--- config.mk ---
export PLATFORM = sky130hd
export DESIGN_NAME = mem_arbiter2
export DESIGN_NICKNAME = d
export VERILOG_FILES = /design/src/rtl/mem_arb_pkg.sv /design/src/rtl/mem_arbiter2_rr_pick.sv /design/src/rtl/mem_arbiter2.sv
export SDC_FILE = /design/constraint.sdc
export NUM_CORES = 1
export LEC_CHECK = 0
export CORE_AREA = 2 2 130 132
export CTS_BUF_LIST = sky130_fd_sc_hd__clkbuf_8
export DETAILED_ROUTE_END_ITERATION = 12
export DIE_AREA = 0 0 132 134
export SETUP_SLACK_MARGIN = 0.02
export SYNTH_ARGS = -nofsm -noshare
export SYNTH_HDL_FRONTEND = slang
export SYNTH_HIERARCHICAL = 1
export SYNTH_SLANG_ARGS = --single-unit
--- constraint.sdc ---
create_clock -name clk -period 2.9 [get_ports clk]
set_input_delay 0.435 -clock clk [delete_from_list [all_inputs] [get_ports clk]]
set_output_delay 0.435 -clock clk [all_outputs]
set_load 0.03 [all_outputs]
--- src/rtl/mem_arb_pkg.sv ---
// Shared types and constants for the two-master memory arbiter.
package mem_arb_pkg;

  typedef enum logic [1:0] {
    ARB_IDLE = 2'd0,
    ARB_OWN0 = 2'd1,
    ARB_OWN1 = 2'd2
  } arb_state_e;

  localparam int unsigned M0 = 0;
  localparam int unsigned M1 = 1;

  localparam int unsigned LOCK_CNT_W = 8;
  typedef logic [LOCK_CNT_W-1:0] lock_cnt_t;

endpackage

--- src/rtl/mem_arbiter2_rr_pick.sv ---
// Combinational 2-way pick: round-robin against the last winner, or M0-first when prio is set.
module rr_pick2
  import mem_arb_pkg::*;
(
  input  logic [1:0] req,
  input  logic       last,
  input  logic       prio,
  output logic [1:0] gnt
);

  always_comb begin
    gnt = req;
    if (req == 2'b11) begin
      gnt = (prio || (last == 1'(M1))) ? 2'b01 : 2'b10;
    end
  end

endmodule

--- src/rtl/mem_arbiter2.sv ---
// Two-master arbiter in front of a single-access memory: round-robin or fixed priority,
// optional bus lock with bounded run length, and one-cycle read data return routing.
module mem_arbiter2
  import mem_arb_pkg::*;
#(
  parameter bit          FIXED_PRIO = 1'b0,
  parameter int unsigned LOCK_MAX   = 16
) (
  input  logic        clk,
  input  logic        reset,
  input  logic        m0_req,
  input  logic        m0_we,
  input  logic        m0_lock,
  input  logic [29:0] m0_addr,
  input  logic [31:0] m0_wdata,
  input  logic [3:0]  m0_wstrb,
  output logic        m0_gnt,
  output logic        m0_rvalid,
  output logic [31:0] m0_rdata,
  input  logic        m1_req,
  input  logic        m1_we,
  input  logic        m1_lock,
  input  logic [29:0] m1_addr,
  input  logic [31:0] m1_wdata,
  input  logic [3:0]  m1_wstrb,
  output logic        m1_gnt,
  output logic        m1_rvalid,
  output logic [31:0] m1_rdata,
  output logic        mem_rready,
  output logic        mem_wready,
  output logic [29:0] mem_raddr,
  output logic [29:0] mem_waddr,
  output logic [31:0] mem_wdata,
  output logic [3:0]  mem_wstrb,
  input  logic [31:0] mem_rdata
);

  arb_state_e  state_q, state_d;
  lock_cnt_t   cnt_q, cnt_d, cnt_inc;
  logic        last_q, last_d;
  logic        rpend_q, rpend_d;
  logic        rsel_q, rsel_d;
  logic [1:0]  pick, gnt;
  logic        win, granted, win_we, win_lock, release_own;
  logic [29:0] win_addr;
  logic [31:0] win_wdata;
  logic [3:0]  win_wstrb;

  rr_pick2 u_pick (
    .req  ({m1_req, m0_req}),
    .last (last_q),
    .prio (FIXED_PRIO),
    .gnt  (pick)
  );

  always_comb begin
    gnt = 2'b00;
    unique case (state_q)
      ARB_OWN0: gnt = {1'b0, m0_req};
      ARB_OWN1: gnt = {m1_req, 1'b0};
      default:  gnt = pick;
    endcase
    // No transfer is accepted while reset is held.
    if (reset) gnt = 2'b00;
  end

  assign win       = gnt[1];
  assign granted   = |gnt;
  assign win_we    = win ? m1_we    : m0_we;
  assign win_lock  = win ? m1_lock  : m0_lock;
  assign win_addr  = win ? m1_addr  : m0_addr;
  assign win_wdata = win ? m1_wdata : m0_wdata;
  assign win_wstrb = win ? m1_wstrb : m0_wstrb;

  // The grant that opens a locked run counts as the first one of that run.
  always_comb begin
    cnt_inc = 1;
    if (state_q != ARB_IDLE) begin
      cnt_inc = (cnt_q == '1) ? cnt_q : cnt_q + 1'b1;
    end
  end

  assign release_own = !win_lock || ((LOCK_MAX != 0) && (32'(cnt_inc) >= LOCK_MAX));

  always_comb begin
    state_d = state_q;
    cnt_d   = cnt_q;
    last_d  = last_q;
    rpend_d = 1'b0;
    rsel_d  = rsel_q;
    if (granted) begin
      last_d = win;
      if (!win_we) begin
        rpend_d = 1'b1;
        rsel_d  = win;
      end
      if (release_own) begin
        state_d = ARB_IDLE;
        cnt_d   = '0;
      end else begin
        state_d = win ? ARB_OWN1 : ARB_OWN0;
        cnt_d   = cnt_inc;
      end
    end
  end

  always_ff @(posedge clk) begin
    if (reset) begin
      state_q <= ARB_IDLE;
      cnt_q   <= '0;
      last_q  <= 1'(M1);
      rpend_q <= 1'b0;
      rsel_q  <= 1'b0;
    end else begin
      state_q <= state_d;
      cnt_q   <= cnt_d;
      last_q  <= last_d;
      rpend_q <= rpend_d;
      rsel_q  <= rsel_d;
    end
  end

  assign m0_gnt     = gnt[0];
  assign m1_gnt     = gnt[1];
  assign mem_rready = granted & ~win_we;
  assign mem_wready = granted & win_we;
  assign mem_raddr  = granted ? win_addr : '0;
  assign mem_waddr  = granted ? win_addr : '0;
  assign mem_wdata  = mem_wready ? win_wdata : '0;
  assign mem_wstrb  = mem_wready ? win_wstrb : '0;

  assign m0_rvalid = rpend_q & ~reset & (rsel_q == 1'(M0));
  assign m1_rvalid = rpend_q & ~reset & (rsel_q == 1'(M1));
  assign m0_rdata  = m0_rvalid ? mem_rdata : '0;
  assign m1_rdata  = m1_rvalid ? mem_rdata : '0;

endmodule
==> results.md, run 1 <==
- IO Port Bufs: 337
- Core region area: around 16,000 sq um
- Drt wl/cell: 14.06 um
- Hold_buf cts: 0
- Peak VDD IR: approximately 140 uV
- R2r setup slk: 0.52 ns
- Max Cap Viol: 0
- DRT iter0 DRCs: around 150
- CP Capture Type: primary output
- Met3 Resource Use GR: 2.646%
- CTS max path bufs: 2
- GR Util met2: 22.51%
- CTS tree: built
- Worst Path Max Fanout: 30
- Total Die Area: 17,690 sq um
- Clk sinks: 13
- Htree depth: 1
- Ant. Diodes: 0
- HP Start: last_q
- WP data arrival: 2.31 ns
- Reg area: 260.3 sq um
- Syn avg cell area: 6.477 sq um
- Met1 Use GR: 15.93%
- GRT overflow: 0
- RSZ-0062 raised after global routing: yes
- Clock Tree Root: clkbuf_8
- Main area contributors after synthesis: and2_1, nand2_1, a22o_1
- Largest net degree at the start of global routing: 49
- Nets: 821
- Total number of vias: 3,445
- DR DRC count: 0
- EDFF count, synth: 0
- Setup Total Neg Slack: 0 ns
- Starting Density: about 14%
- Gr usage total: approximately 12%
- Sequential fraction of the synthesis area: 11.61%
- IO Pins: approximately 340
- FF-to-FF Start: state_q[1]
- Area Growth Syn to Fin: 143.6%
- Placer Congestion: 0.7927
- Clock Latency Late Sink: about 0.24 ns
- Dpl hpwl: about 10 mm
- Fraction of registers with async set/reset: 0%
- Clk_skew: between 0.001 and 0.0015 ns
- Die Ht: 134 um
- DRT Wirelength: 12.15 mm
- Slew Limit Fails: 0
- First-pass GRT wire length: between 15 and 20 mm
- P per Cell Area: approximately 250 nW/um^2
- HP Class: flop to flop
- DRT antenna net count: 0
- Share of the synthesized area in the top cell type: 19.82%
- Initial antenna violation count: 0
- R2R Path End: cnt_q[1]
- Die Width: 132 um
- Predominant post-synthesis flop cell: dfxtp_1
- Run status: finished, final reports clean
- Total Power: 1.339 mW
- Clock-pin slew on the worst setup and hold paths: 0.06 ns
- End-of-flow core utilization: approximately 34%
- Period utilisation layout: 94.81%
- Final hold vios: 0
- Post-layout min period: 2.749 ns
- CP Class: flop to primary output
- CTS buffer count: 3
- Synthesis warning total: 6
- Max Freq: 0.3637 GHz
- Area of the multi-input gates: about 1600 sq um
- Post-Syn Area: 2241 sq um
- Gate Count Post-Synth: 346
- Placed inst area: 5386 sq um
- Reg2reg path depth: 9
- Post-CTS Setup Inserts: 0
- Startpoint Class: flop
- Hold Path Cell Cnt: 1
- Yosys reg bits: 13
- Vias per inst: 3.987
- Vias in the first global route: 3,301
- First drt pass iteration count: 4
- Most crowded layer after global routing: met2
- Worst Hold Path EP: last_q
- Share of layout cells above drive strength 1: 29.35%
- Number of fill cells: roughly 1,700
- Cell variety after synth: slightly above 40
- Setup-failing EPs final: 0
- Worst EP required: around 2.5 ns
- Leakage: 2.573 nW
- Row count: 47
- Biggest area consumer among synthesized cells: and2_1
- Finished Cell Area: 5459 sq um
[logic make-up after synthesis]
group / after synthesis / share of synthesized area (%)
multiplexers: 1 / 0.5025
AND/OR/NAND/NOR: 174 / 40.26
AO/OA/AOI/OAI: 91 / 28.25
other: 1 / 0.1673
flip-flops: 13 / 11.61
adder cells (fa/ha/maj): 4 / 2.233
buffers and inverters: 62 / 16.97
[cell usage after synthesis (2+ instances only)]
master / n
o211ai_1: 2
dfxtp_1: 13
inv_1: 6
o21ai_0: 6
nor3b_1: 4
and3_1: 4
a41o_1: 3
nor2_1: 5
ha_1: 4
nand2_1: 76
a211o_1: 2
buf_1: 2
nand3_1: 3
and2_1: 71
buf_4: 31
a21oi_1: 39
buf_2: 7
nand2b_1: 2
and3b_1: 2
a22o_1: 30
buf_6: 3
clkbuf_1: 12
[metal layers]
| metal | vias to the layer above | share of wire (%) |
|---|---|---|
| li1 | 1740 | - |
| met1 | 1547 | 41 |
| met2 | 156 | 51 |
| met3 | 2 | 7.2 |
| met4 | 0 | 0.049 |
| met5 | - | 0 |
[through the flow]
step,setup WS (ns),instances,hold WS [ns]
detailed placement,0.05603,860,0.4817
finish,0.1506,864,0.4883
global placement,0.05769,860,0.4768
CTS,0.05086,864,0.4955
global route,0.005423,864,0.5324
floorplan,0.2006,347,0.4598
[report_power, final]
| group | switching (mW) | internal (mW) |
|---|---|---|
| Sequential | 0.00586 | 0.187 |
| Clock | 0.0705 | 0.0936 |
| Combinational | 0.503 | 0.479 |
[cells in the final DEF, fill, tap and decap left out, types with 3 or more instances in the layout]
cell	n
a22o_1	28
clkdlybuf4s50_1	172
ha_1	4
and3_1	4
clkbuf_8	3
inv_1	7
dfxtp_1	13
nand3_1	3
and2_1	71
buf_12	13
nor2_1	5
a21oi_2	3
a21oi_1	36
o21ai_0	6
a41o_1	3
nor3b_1	3
nand2_1	76
buf_4	160
[how the worst max path moves through the flow]
stage                from  depth (start not counted)  slack [ns]            end
2_1_floorplan  state_q[0]                          9        0.20  mem_wdata[25]
3_3_place_gp       m0_req                          9        0.06     mem_wready
3_5_place_dp       m0_req                          9        0.06     mem_wready
4_1_cts        state_q[0]                          9        0.05     mem_rready
5_1_grt        state_q[1]                         10       0.005     mem_rready
6_report       state_q[0]                          9        0.15  mem_raddr[28]
[sequential cells by signal (all words and copies together), names as in the netlist]
register	count
cnt_q	8
last_q	1
rsel_q	1
rpend_q	1
state_q	2
[critical path, cell delays in order (launching register included)]
cell     delay (ns)
dfxtp_1        0.36
inv_1          0.07
ha_1           0.33
and4b_1        0.25
a21oi_4        0.15
inv_2          0.10
nor2_4         0.15
buf_12         0.20
a22o_1         0.24
buf_4          0.19
[repair_timing]
item                       4_1_cts  5_1_grt
pin swaps                        0        1
setup endpoints to repair        1       23
resized for setup                1        7
[layout make-up]
type | instances | share of cell area (%)
Tap cell | 220 | 5.042
Sequential cell | 13 | 4.767
Clock buffer | 3 | 0.7564
Timing Repair Buffer | 348 | 58.88
Inverter | 7 | 0.4813
Multi-Input combinational cell | 272 | 30.00
Clock inverter | 1 | 0.06876
No activity file was read; power rests on OpenSTA's default activity.
==> inputs of run 2 (changes only) <==
Settings changed: ABC_CLOCK_PERIOD_IN_PS from default to 2900.
==> results of run 2 <==
No change in the layout: final DEF, timing and power equal those of run 1.
